<file path="src/rtl/demux_8x16_reg.sv">
`default_nettype none
// ============================================================================
//  Module      : demux_8x16_reg
//  Description : Registered 1-to-8 demultiplexer for 16-bit words. Each of
//                the eight output slots holds one word plus a valid flag.
//                Downstream frees a slot by pulsing its clr bit. A write is
//                accepted only when the addressed slot is empty, and an
//                8-bit counter tracks accepted writes.
//
//  Optional feature (compile-time macro DEMUX_BCAST_EN):
//                When defined, asserting bcast with in_valid requests a write
//                of data_in to all eight slots. This write is accepted only
//                when every slot is empty, and s is ignored. When the macro
//                is not defined, bcast is ignored.
//
//  Ports:
//    clk        in   1   clock, rising-edge active
//    reset      in   1   synchronous active-high reset
//    s          in   3   destination slot select
//    data_in    in  16   word to write
//    in_valid   in   1   write request
//    in_ready   out  1   addressed slot (or all slots for broadcast) empty
//    clr        in   8   per-slot consume pulse, bit n frees slot n
//    bcast      in   1   broadcast request (DEMUX_BCAST_EN builds only)
//    out0..out7 out 16   registered slot contents
//    out_valid  out  8   bit n set while slot n holds an unconsumed word
//    wr_count   out  8   accepted-write counter, wraps 8'hFF -> 8'h00
//
//  Revision    : 1.0 - initial release
// ============================================================================
module demux_8x16_reg #(
    parameter logic [15:0] RESET_VAL = 16'h0000
) (
    input  logic        clk,
    input  logic        reset,
    input  logic [2:0]  s,
    input  logic [15:0] data_in,
    input  logic        in_valid,
    output logic        in_ready,
    input  logic [7:0]  clr,
    input  logic        bcast,
    output logic [15:0] out0,
    output logic [15:0] out1,
    output logic [15:0] out2,
    output logic [15:0] out3,
    output logic [15:0] out4,
    output logic [15:0] out5,
    output logic [15:0] out6,
    output logic [15:0] out7,
    output logic [7:0]  out_valid,
    output logic [7:0]  wr_count
);

    localparam logic [7:0] c_NO_SLOTS  = 8'h00;
    localparam logic [7:0] c_ALL_SLOTS = 8'hFF;
    localparam logic [7:0] c_ONE_SLOT  = 8'h01;

    logic [15:0] r_data [8];
    logic [7:0]  r_valid;
    logic [7:0]  r_wr_count;

    logic        w_bcast_sel;
    logic        w_ready;
    logic        w_accept;
    logic [7:0]  w_wr_mask;

`ifdef DEMUX_BCAST_EN
    assign w_bcast_sel = bcast;
`else
    // Broadcast is not built in: the request pin is intentionally left idle.
    logic w_unused_bcast;
    assign w_unused_bcast = bcast;
    assign w_bcast_sel    = 1'b0;
`endif

    // Readiness looks at the registered flags only. A clr that arrives in
    // the same cycle does not make a slot writable until the next cycle.
    always_comb begin
        w_ready   = 1'b0;
        w_accept  = 1'b0;
        w_wr_mask = c_NO_SLOTS;
        if (w_bcast_sel) begin
            w_ready = (r_valid == c_NO_SLOTS);
        end else begin
            w_ready = ~r_valid[s];
        end
        w_accept = in_valid & w_ready;
        if (w_accept) begin
            w_wr_mask = w_bcast_sel ? c_ALL_SLOTS : (c_ONE_SLOT << s);
        end
    end

    assign in_ready = w_ready;

    // Flags: clr drops a flag and a write sets it. A write applied in the
    // same cycle takes precedence because its OR is applied after the clear.
    always_ff @(posedge clk) begin
        if (reset) begin
            r_valid    <= c_NO_SLOTS;
            r_wr_count <= 8'h00;
        end else begin
            r_valid <= (r_valid & ~clr) | w_wr_mask;
            if (w_accept) begin
                r_wr_count <= r_wr_count + 8'h01;
            end
        end
    end

    // Data registers: clr does not change the stored data.
    generate
        for (genvar g = 0; g < 8; g++) begin : g_slot
            always_ff @(posedge clk) begin
                if (reset) begin
                    r_data[g] <= RESET_VAL;
                end else if (w_wr_mask[g]) begin
                    r_data[g] <= data_in;
                end
            end
        end
    endgenerate

    assign out0      = r_data[0];
    assign out1      = r_data[1];
    assign out2      = r_data[2];
    assign out3      = r_data[3];
    assign out4      = r_data[4];
    assign out5      = r_data[5];
    assign out6      = r_data[6];
    assign out7      = r_data[7];
    assign out_valid = r_valid;
    assign wr_count  = r_wr_count;

endmodule
`default_nettype wire

</file>
<file path="config.mk">
export PLATFORM = sky130hd
export DESIGN_NAME = demux_8x16_reg
export DESIGN_NICKNAME = d
export VERILOG_FILES = /design/src/rtl/demux_8x16_reg.sv
export SDC_FILE = /design/constraint.sdc
export NUM_CORES = 1
export LEC_CHECK = 0
export BUFFER_PORTS_ARGS = -buffer_cell sky130_fd_sc_hd__buf_2
export CORE_MARGIN = 2
export CORE_UTILIZATION = 51
export CTS_CLUSTER_DIAMETER = 150
export DETAILED_ROUTE_END_ITERATION = 10
export GPL_ROUTABILITY_DRIVEN = 0
export GPL_TIMING_DRIVEN = 0
export MAX_ROUTING_LAYER = met4
export PLACE_DENSITY_LB_ADDON = 0.1
export SYNTH_ARGS = -nofsm -noshare
export SYNTH_HDL_FRONTEND = slang
export SYNTH_SLANG_ARGS = --single-unit
</file>
<file path="constraint.sdc">
create_clock -name clk -period 2.8 [get_ports clk]
set_input_delay 0.28 -clock clk [delete_from_list [all_inputs] [get_ports clk]]
set_output_delay 0.28 -clock clk [all_outputs]
set_load 0.02 [all_outputs]
</file>
Word level (Yosys, flattened, before mapping)

Memory sizes are Yosys's and may differ from the RTL's.
Index checks and enable logic that the tools add are counted.

Add/sub/neg operators: 1
$lt $le $gt $ge: 1
Shifts and indexed selects: 1
Mux-type cells: 37
Bitwise gates (word level): 13

Operator list:

| kind                | number |
|---|---|
| $mux 16             | 8 |
| $mux 1              | 27 |
| $add 8x1->8 const B | 1 |
| $and 8x8->8         | 1 |
| $mux 8              | 1 |
| $not 8->8           | 1 |
| $or 1x1->1          | 8 |
| $or 8x8->8          | 1 |
| $shl 1x3->8 const A | 1 |
| $lt 3x4->1 const B  | 1 |
| $bmux 1 s3          | 1 |
| $and 1x1->1         | 1 |
| $not 1->1           | 1 |

Flip-flop bits (word level): 16
Memory bits (writable): 128
Input bits: 31
Output and inout bits: 145
Word-level logic and storage cells: 56
Memories kept: 1

Memories:

| name   | words | bits a word | rd ports | clocked after memory_dff | wr ports | RTL line | RTL |
|---|---|---|---|---|---|---|---|
| r_data | 8     | 16          | 8        | 0                        | 8        | 58       | `logic [15:0] r_data [8];` |

Depth between registers and ports, before layout

Gate-level depths: netlist of the first run.

Word-level depth: 9
Depth in mapped cells: 7
Depth with buffers taken out: 5

Least setup slack after synthesis of the first run

Ideal clock, no wire load.

Kind: input-to-reg
Start: input s[1]
End: memory r_data[3][0] (netlist: r_data[0][48]) (enable)
Setup time: 392 ps
Data arrival time: 2021 ps
Path slack: 387 ps
Cell stages on the path: 6
Buffers on the path: 2
Cell sequence: buf_6 mux2_4 a2bb2oi_4 nand2b_1 buf_2 o21bai_1

RTL lines:

| item        | RTL line | RTL |
|---|---|---|
| from (decl) | 36       | `input logic [2:0] s,` |
| to (decl)   | 58       |  |

Final worst setup path of the first run

Start: register r_valid[4] (netlist: out_valid[4])
End: output in_ready

Longest elaborated chain between the ends: 3

Ends and longest elaborated chain:

| item                         | RTL line | RTL |
|---|---|---|
| from (decl)                  | 59       | `logic [7:0] r_valid;` |
| from (signal assigned)       | 99       | `r_valid <= c_NO_SLOTS;` |
| from (signal assigned)       | 102      | `r_valid <= (r_valid & ~clr) \| w_wr_mask;` |
| $bmux 1 s3                   | 85       | `w_ready = ~r_valid[s];` |
| $mux 1 (not written as such) | 85       |  |
| $not 1->1                    | 85       |  |
| to (decl)                    | 39       | `output logic in_ready,` |

Every way passes these cells. The select of a mux whose other input is x is not followed.

==> results of run 1 <==
critical path: cells and delay by family, from the launching register on:
kind	cells	cell delay, ps
mux	1	100
buf+inv	3	970
flops	1	380
simple gates	2	330
sequential cells by signal, summed over array words and instances, names as in the netlist:
register / cells
out_valid: 8
wr_count: 8
r_data: 128
layout make-up:
cell class / count / area [µm²]
Buffer: 25 / 165
Clock buffer: 18 / 418
Clock inverter: 14 / 164
Fill cell: 789 / 3540
Inverter: 7 / 26.3
Multi-Input combinational cell: 256 / 1280
Sequential cell: 144 / 4160
Tap cell: 140 / 175
Timing Repair Buffer: 172 / 861
cells by family (layout without fill, tap and decap cells):
logic type               after synthesis  after routing  synth area share (%)
XOR/XNOR                               6              6                 0.934
flip-flops                           144            144                  74.0
AO/OA/AOI/OAI                         20             20                  3.00
multiplexers                           5              5                 0.979
buffers and inverters                 32            236                  3.40
AND/OR/NAND/NOR                      224            224                  17.4
adder cells (fa/ha/maj)                1              1                 0.222
where the power goes:
group          leakage, nW  internal (mW)  switching [mW]  total [mW]
clock network        0.273           1.35           0.839        2.19
logic                 1.33          0.123           0.304       0.427
registers             1.50           2.42          0.0274        2.44
per-stage QoR:
stage               util (%)  instance area [µm²]  power [mW]  setup TNS [ps]
global placement        61.7                 6660        2.91           -3570
global route            67.2                 7250        5.23               0
finish                  67.2                 7250        5.06               0
floorplan                  -                 5620        2.76               0
detailed placement      61.8                 6670        2.92               0
CTS                     67.2                 7250        5.08               0
worst max path at each step:
stage | cells after the start | from | slack (ps) | endpoint
2_1_floorplan | 6 | s[1] | 390 | r_data[0][48]$_SDFFCE_PN0P_
3_3_place_gp | 6 | s[1] | -140 | r_data[0][58]$_SDFFCE_PN0P_
3_5_place_dp | 6 | s[1] | 350 | r_data[0][60]$_SDFFCE_PN0P_
4_1_cts | 6 | out_valid[4]$_SDFF_PP0_ | 240 | in_ready
5_1_grt | 6 | out_valid[4]$_SDFF_PP0_ | 50 | in_ready
6_report | 6 | out_valid[4]$_SDFF_PP0_ | 230 | in_ready
routing by layer:
layer	share of wire, %	vias to the layer above	global-route usage, %
li1	-	1842	-
met1	42	1815	31.7
met2	49	190	34.7
met3	8.0	18	5.44
met4	1.3	0	8.15
met5	0	-	-
layout by cell type (no fill, tap or decap), drive strengths merged:
cell type	instances
inv	9
nand3b	2
nand3	2
a21o	1
xnor2	6
nand2b	4
edfxtp	128
or2	5
clkbuf	25
a31oi	4
o21bai	2
clkinv	5
clkinvlp	4
a311oi	2
mux2	1
nand2	39
bufinv	3
and2b	1
buf	190
nor2	150
nor2b	17
a2bb2oi	3
ha	1
dfxtp	16
and3	1
and2	1
nand4	2
mux2i	4
a21oi	7
a21bo	1
==> flow_summary.ini, run 1 <==
[outcome]
status = completed

[power_and_ir_drop]
power_density_mw_per_mm2 = 698
leakage_nw = 3.10
vdd_drop_max_mv = 0.354

[global_routing]
grt_pass1_vias = 3579
grt_max_degree = 17
grt_pass1_wl_um = 19200
grtUsageTotal_pct = 23.3
grt_antenna_before_repair = 0
grt_overflow = 0

[sta]
fin_crit_ps = 2570
fin_worst_skew_ps = 8.29
whs_ps = 45.9
finalHoldViolCount = 0
rsz0062_at_grt = false
final.period_utilization_pct = 91.8
timing.final.ws_setup_ps = 229
tightest_slew_ps = 981
slew_violations = 0
slew_headroom_pct = 34.6
setup_viol = 0
max_freq_ghz = 0.389

[synthesis]
syn_area_mm2 = 0.00562
yosysTopAreaCellShare_pct = 68.3
yosysUniqueCellTypes = 34
synth.most_common_cell = nor2_1
yosysSeqAreaShare_pct = 74.0
yosys-top-cells-count = nor2_1, edfxtp_1, nand2_1, nor2_2, nor2b_1
async_flop_share_pct = 0
syn_nets = 464
synthTopCellsByArea = edfxtp_1, nor2_1, dfxtp_1
synth.avg_cell_area_um2 = 13.0
synthCells = 432
yosys_warnings = 0
synth_edf_count = 128
synth-seq-cells = 144
yosys.area.top_type = edfxtp_1
synth_top_flop_cell = edfxtp_1

[setup_path]
worst-setup-path-type = register to output pin
crit_chain = mux2i_1, nand2_1, clkbuf_1, buf_2, nand3_1, buf_2
required_ps = 2520
reg2reg_slack_ps = 450
crit_fanout = 10
cp_slowest_stage_delay_ps = 440
crit_arrival_ps = 2290
cp-end-kind = output pin
reg2reg_depth = 5
crit_top_cell = buf_2
worst_setup_path_start_kind = register
rr_startpoint = out_valid[5]$_SDFF_PP0_
r2r_end = r_data[0][57]$_SDFFCE_PN0P_
crit_slowest_cell = clkbuf_1

[cts]
cts_hold_buf = 0
htree_num_levels = 4
cts.path.max_buffers = 2
cts_tree = built
post-cts-setup-buffers = 0
ctsResizeCount = 0
clock_latency_ps = 510
numCtsBuffers = 17
path_clk_slew_ps = 60
cts_sinks = 144
cts-root-buf = clkbuf_8

[min_path]
min_from = clr[1]
min_to = out_valid[1]$_SDFF_PP0_
holdPathStages = 3
hold_path.class = input pin to register

[final_layout]
fin_cells = 776
syn2layout_area_growth_pct = 28.9
layout.nets = 655
diodes = 0
drive_above_1_share_pct = 38.7

[placed_design]
pre_cts_ws_ps = 355
dp.final_hpwl_um = 9550
port_buffers = 172
place_inst = 744

[routing]
first_pass_iters = 5
drc = 0
ant_nets = 0
vias = 3865
via_per_inst = 4.98
drt-total-wl_um = 13200
drt_iter0_markers = 250
wl_per_cell_um = 16.9

[floorplan]
num_rows = 38
fp.coreArea_mm2 = 0.0108
io_pins = 176
die_area_mm2 = 0.0119
die_x_um = 109
die_y_um = 109
initial_core_util_pct = 52.1

[job]
maxCapViolCount = 0
No activity file was read; power rests on OpenSTA's default activity.
==> inputs of run 2 (changes only) <==
Settings changed: CORE_ASPECT_RATIO from default to 0.5.
==> flow_summary.ini, run 2 (synthesis gave the netlist of run 1 again) <==
[cts]
cts-root-buf = clkbuf_16
post-cts-setup-buffers = 0
cts.path.max_buffers = 2
path_clk_slew_ps = 70
ctsResizeCount = 0
cts_sinks = 144
numCtsBuffers = 17
clock_latency_ps = 420
htree_num_levels = 4
cts_tree = built
cts_hold_buf = 0

[routing]
vias = 3978
via_per_inst = 5.09
wl_per_cell_um = 17.5
ant_nets = 0
drc = 0
first_pass_iters = 5
drt-total-wl_um = 13700
drt_iter0_markers = 319

[global_routing]
grt_pass1_vias = 3717
grt_overflow = 0
grt_pass1_wl_um = 20700
grtUsageTotal_pct = 24.1
grt_max_degree = 17
grt_antenna_before_repair = 0

[sta]
whs_ps = 159
fin_crit_ps = 2400
finalHoldViolCount = 0
tightest_slew_ps = 893
max_freq_ghz = 0.416
rsz0062_at_grt = false
setup_viol = 0
slew_violations = 0
fin_worst_skew_ps = 8.06
slew_headroom_pct = 40.5
final.period_utilization_pct = 85.8
timing.final.ws_setup_ps = 397

[setup_path]
crit_arrival_ps = 2120
cp-end-kind = output pin
crit_buf_inv = 3
worst-setup-path-type = register to output pin
required_ps = 2520
cp_top_family = buffers and inverters
crit_slowest_cell = clkbuf_1
worst_setup_path_start_kind = register
crit_top_cell = buf_2
crit_chain = mux2i_1, nand2_1, clkbuf_1, buf_2, nand3_1, buf_2
crit_fanout = 10
cp_slowest_stage_delay_ps = 410

[job]
maxCapViolCount = 0

[final_layout]
final_common_cell = buf_2
largest_register_ffs = 128
diodes = 0
layout.nets = 655
drive_above_1_share_pct = 39.2
largest_register = r_data
final_cell_mix = buf_2, nor2_1, edfxtp_1, nand2_1, nor2_2
syn2layout_area_growth_pct = 28.9

[floorplan]
die_area_mm2 = 0.0119
die_y_um = 78.3
num_rows = 27
initial_core_util_pct = 51.7
fp.coreArea_mm2 = 0.0109
io_pins = 176
die_x_um = 153

[outcome]
status = completed

[power_and_ir_drop]
leakage_nw = 3.10
vdd_drop_max_mv = 0.523
power_density_mw_per_mm2 = 700

[min_path]
hold_path.class = input pin to register

[placed_design]
pre_cts_ws_ps = 395
port_buffers = 172
dp.final_hpwl_um = 9770
-- run 2: final cells by class --
class	count	area (µm²)
Inverter	7	26.3
Clock inverter	15	148
Multi-Input combinational cell	256	1280
Tap cell	145	181
Buffer	25	165
Sequential cell	144	4160
Timing Repair Buffer	172	861
Clock buffer	17	425
Fill cell	863	3630
-- run 2: final timing paths --
| path | slack, ps | end | depth (start not counted) | start |
|---|---|---|---|---|
| setup / recovery | 400 | in_ready | 6 | out_valid[4]$_SDFF_PP0_ |
| setup reg to reg | 500 | r_data[0][49]$_SDFFCE_PN0P_ | 5 | out_valid[5]$_SDFF_PP0_ |
| hold / removal | 160 | out_valid[0]$_SDFF_PP0_ | 4 | clr[0] |
| hold reg to reg | 520 | out_valid[0]$_SDFF_PP0_ | 2 | out_valid[0]$_SDFF_PP0_ |
-- run 2: metal layers --
layer  GRT usage [%]  vias up  part of all wire (%)
met5               -        -                     0
met3            7.23       15                   8.2
met2            34.2      180                    44
li1                -     1845                     -
met4            5.37        0                   1.0
met1            34.5     1938                    46
-- run 2: worst reg2reg max path: stages (launching register included) --
cell       delay (ps)
dfxtp_1           330
mux2_4            290
a2bb2oi_4         220
nand2b_1          170
buf_2             200
o21bai_2          720
-- run 2: where the power goes --
| part | leakage, nW | total (mW) | internal [mW] | switching (mW) |
|---|---|---|---|---|
| sequential | 1.50 | 2.44 | 2.42 | 0.0275 |
| clock | 0.272 | 2.20 | 1.25 | 0.954 |
| combinational | 1.33 | 0.429 | 0.123 | 0.306 |
| total | 3.10 | 5.07 | 3.79 | 1.29 |
-- run 2: through the flow --
stage	setup TNS (ps)	std cells	instance area [µm²]	utilization, %	total power, mW
after floorplan	0	432	5620	-	2.76
after global placement	-3290	749	6670	61.3	2.91
after detailed placement	0	749	6670	61.4	2.92
after CTS	0	781	7250	66.6	5.09
after global routing	0	781	7250	66.6	5.22
final	0	781	7250	66.6	5.07
==> inputs of run 3 (changes only) <==
Clock period 2.8 ns to 2.25 ns, I/O delays scaled along.
==> flow_summary.ini, run 3 (synthesis gave the netlist of run 1 again) <==
[final_layout]
drive_above_1_share_pct = 39.4
largest_register = r_data
layout.nets = 654
final_cell_mix = buf_2, nor2_1, edfxtp_1, nand2_1, nor2_2
largest_register_ffs = 128
syn2layout_area_growth_pct = 29.1
diodes = 0
final_common_cell = buf_2

[cts]
htree_num_levels = 4
path_clk_slew_ps = 70
cts.path.max_buffers = 2
numCtsBuffers = 17
cts_sinks = 144
cts_tree = built
cts-root-buf = clkbuf_16
cts_hold_buf = 0
post-cts-setup-buffers = 0
clock_latency_ps = 420

[setup_path]
crit_chain = mux2_4, a2bb2oi_4, nor2_1, nand2_1, nand2b_1
worst-setup-path-type = register to register
crit_fanout = 16
required_ps = 2290
crit_arrival_ps = 2160
crit_slowest_cell = nand2b_1
cp_top_family = simple AND/OR/NAND/NOR gates
worst_setup_path_start_kind = register
cp-end-kind = register
cp_slowest_stage_delay_ps = 620
crit_buf_inv = 0

[sta]
whs_ps = 102
slew_headroom_pct = 45.7
fin_crit_ps = 2120
final.period_utilization_pct = 94.4
tightest_slew_ps = 814
setup_viol = 0
fin_setup_tns_ps = 0
slew_violations = 0
rsz0062_at_grt = false
max_freq_ghz = 0.471
fin_worst_skew_ps = 9.08
finalHoldViolCount = 0

[global_routing]
grt_pass1_vias = 3713
grt_antenna_before_repair = 0
grt_overflow = 0
grtUsageTotal_pct = 24.1
grt_pass1_wl_um = 20800
grt_max_degree = 17

[routing]
via_per_inst = 5.12
drt_iter0_markers = 295
drt-total-wl_um = 13800
vias = 3991
ant_nets = 0
drc = 0
first_pass_iters = 6
wl_per_cell_um = 17.7

[power_and_ir_drop]
vdd_drop_max_mv = 0.651
leakage_nw = 3.10
power_density_mw_per_mm2 = 871

[floorplan]
num_rows = 27
die_y_um = 78.3
io_pins = 176
fp.coreArea_mm2 = 0.0109
die_area_mm2 = 0.0119
initial_core_util_pct = 51.7
die_x_um = 153

[placed_design]
dp.final_hpwl_um = 9770
port_buffers = 172

[min_path]
hold_path.class = input pin to register

[job]
maxCapViolCount = 0

[outcome]
status = completed
[run 3: worst register-to-register path: stages (launching register included)]
cell	delay (ps)
dfxtp_1	330
mux2_4	290
a2bb2oi_4	220
nor2_1	200
nand2_1	100
nand2b_1	620
[run 3: final timing paths]
path                                      end                     from  slack [ps]  cells past startpoint
setup / recovery  r_data[0][25]$_SDFFCE_PN0P_  out_valid[5]$_SDFF_PP0_         130                      5
hold / removal        out_valid[0]$_SDFF_PP0_                   clr[0]         100                      4
setup reg to reg  r_data[0][25]$_SDFFCE_PN0P_  out_valid[5]$_SDFF_PP0_         130                      5
hold reg to reg       out_valid[0]$_SDFF_PP0_  out_valid[0]$_SDFF_PP0_         520                      2
[run 3: final cells by class]
class,instances,area [µm²]
Clock buffer,17,425
Buffer,24,161
Inverter,7,26.3
Multi-Input combinational cell,256,1290
Timing Repair Buffer,172,861
Tap cell,145,181
Sequential cell,144,4160
Fill cell,861,3620
Clock inverter,15,148
[run 3: metal layers]
metal  routed length, µm  GRT usage [%]  share of wire (%)
met5                   0              -                  0
met4                 146           5.46                1.1
met2                6140           34.0                 45
met1                6400           35.0                 46
met3                1090           7.12                7.9
[run 3: power breakdown]
part | internal (mW) | switching (mW)
clock | 1.55 | 1.19
combinational | 0.155 | 0.383
sequential | 3.01 | 0.0342
total | 4.71 | 1.61
[run 3: repair_timing]
action	4_1_cts	5_1_grt
endpoints found under the setup margin	33	1
endpoints found under the hold margin	0	0
gates resized for setup	2	1
[run 3: stage by stage]
step | area, µm² | std cells | utilization (%) | power [mW] | worst slack [ps]
final | 7260 | 780 | 66.7 | 6.32 | 126
after global routing | 7260 | 780 | 66.7 | 6.50 | 31.1
after CTS | 7260 | 780 | 66.7 | 6.33 | 65.7
after detailed placement | 6670 | 749 | 61.4 | 3.63 | -99.6
after global placement | 6670 | 749 | 61.3 | 3.63 | -608
after floorplan | 5620 | 432 | - | 3.43 | -129
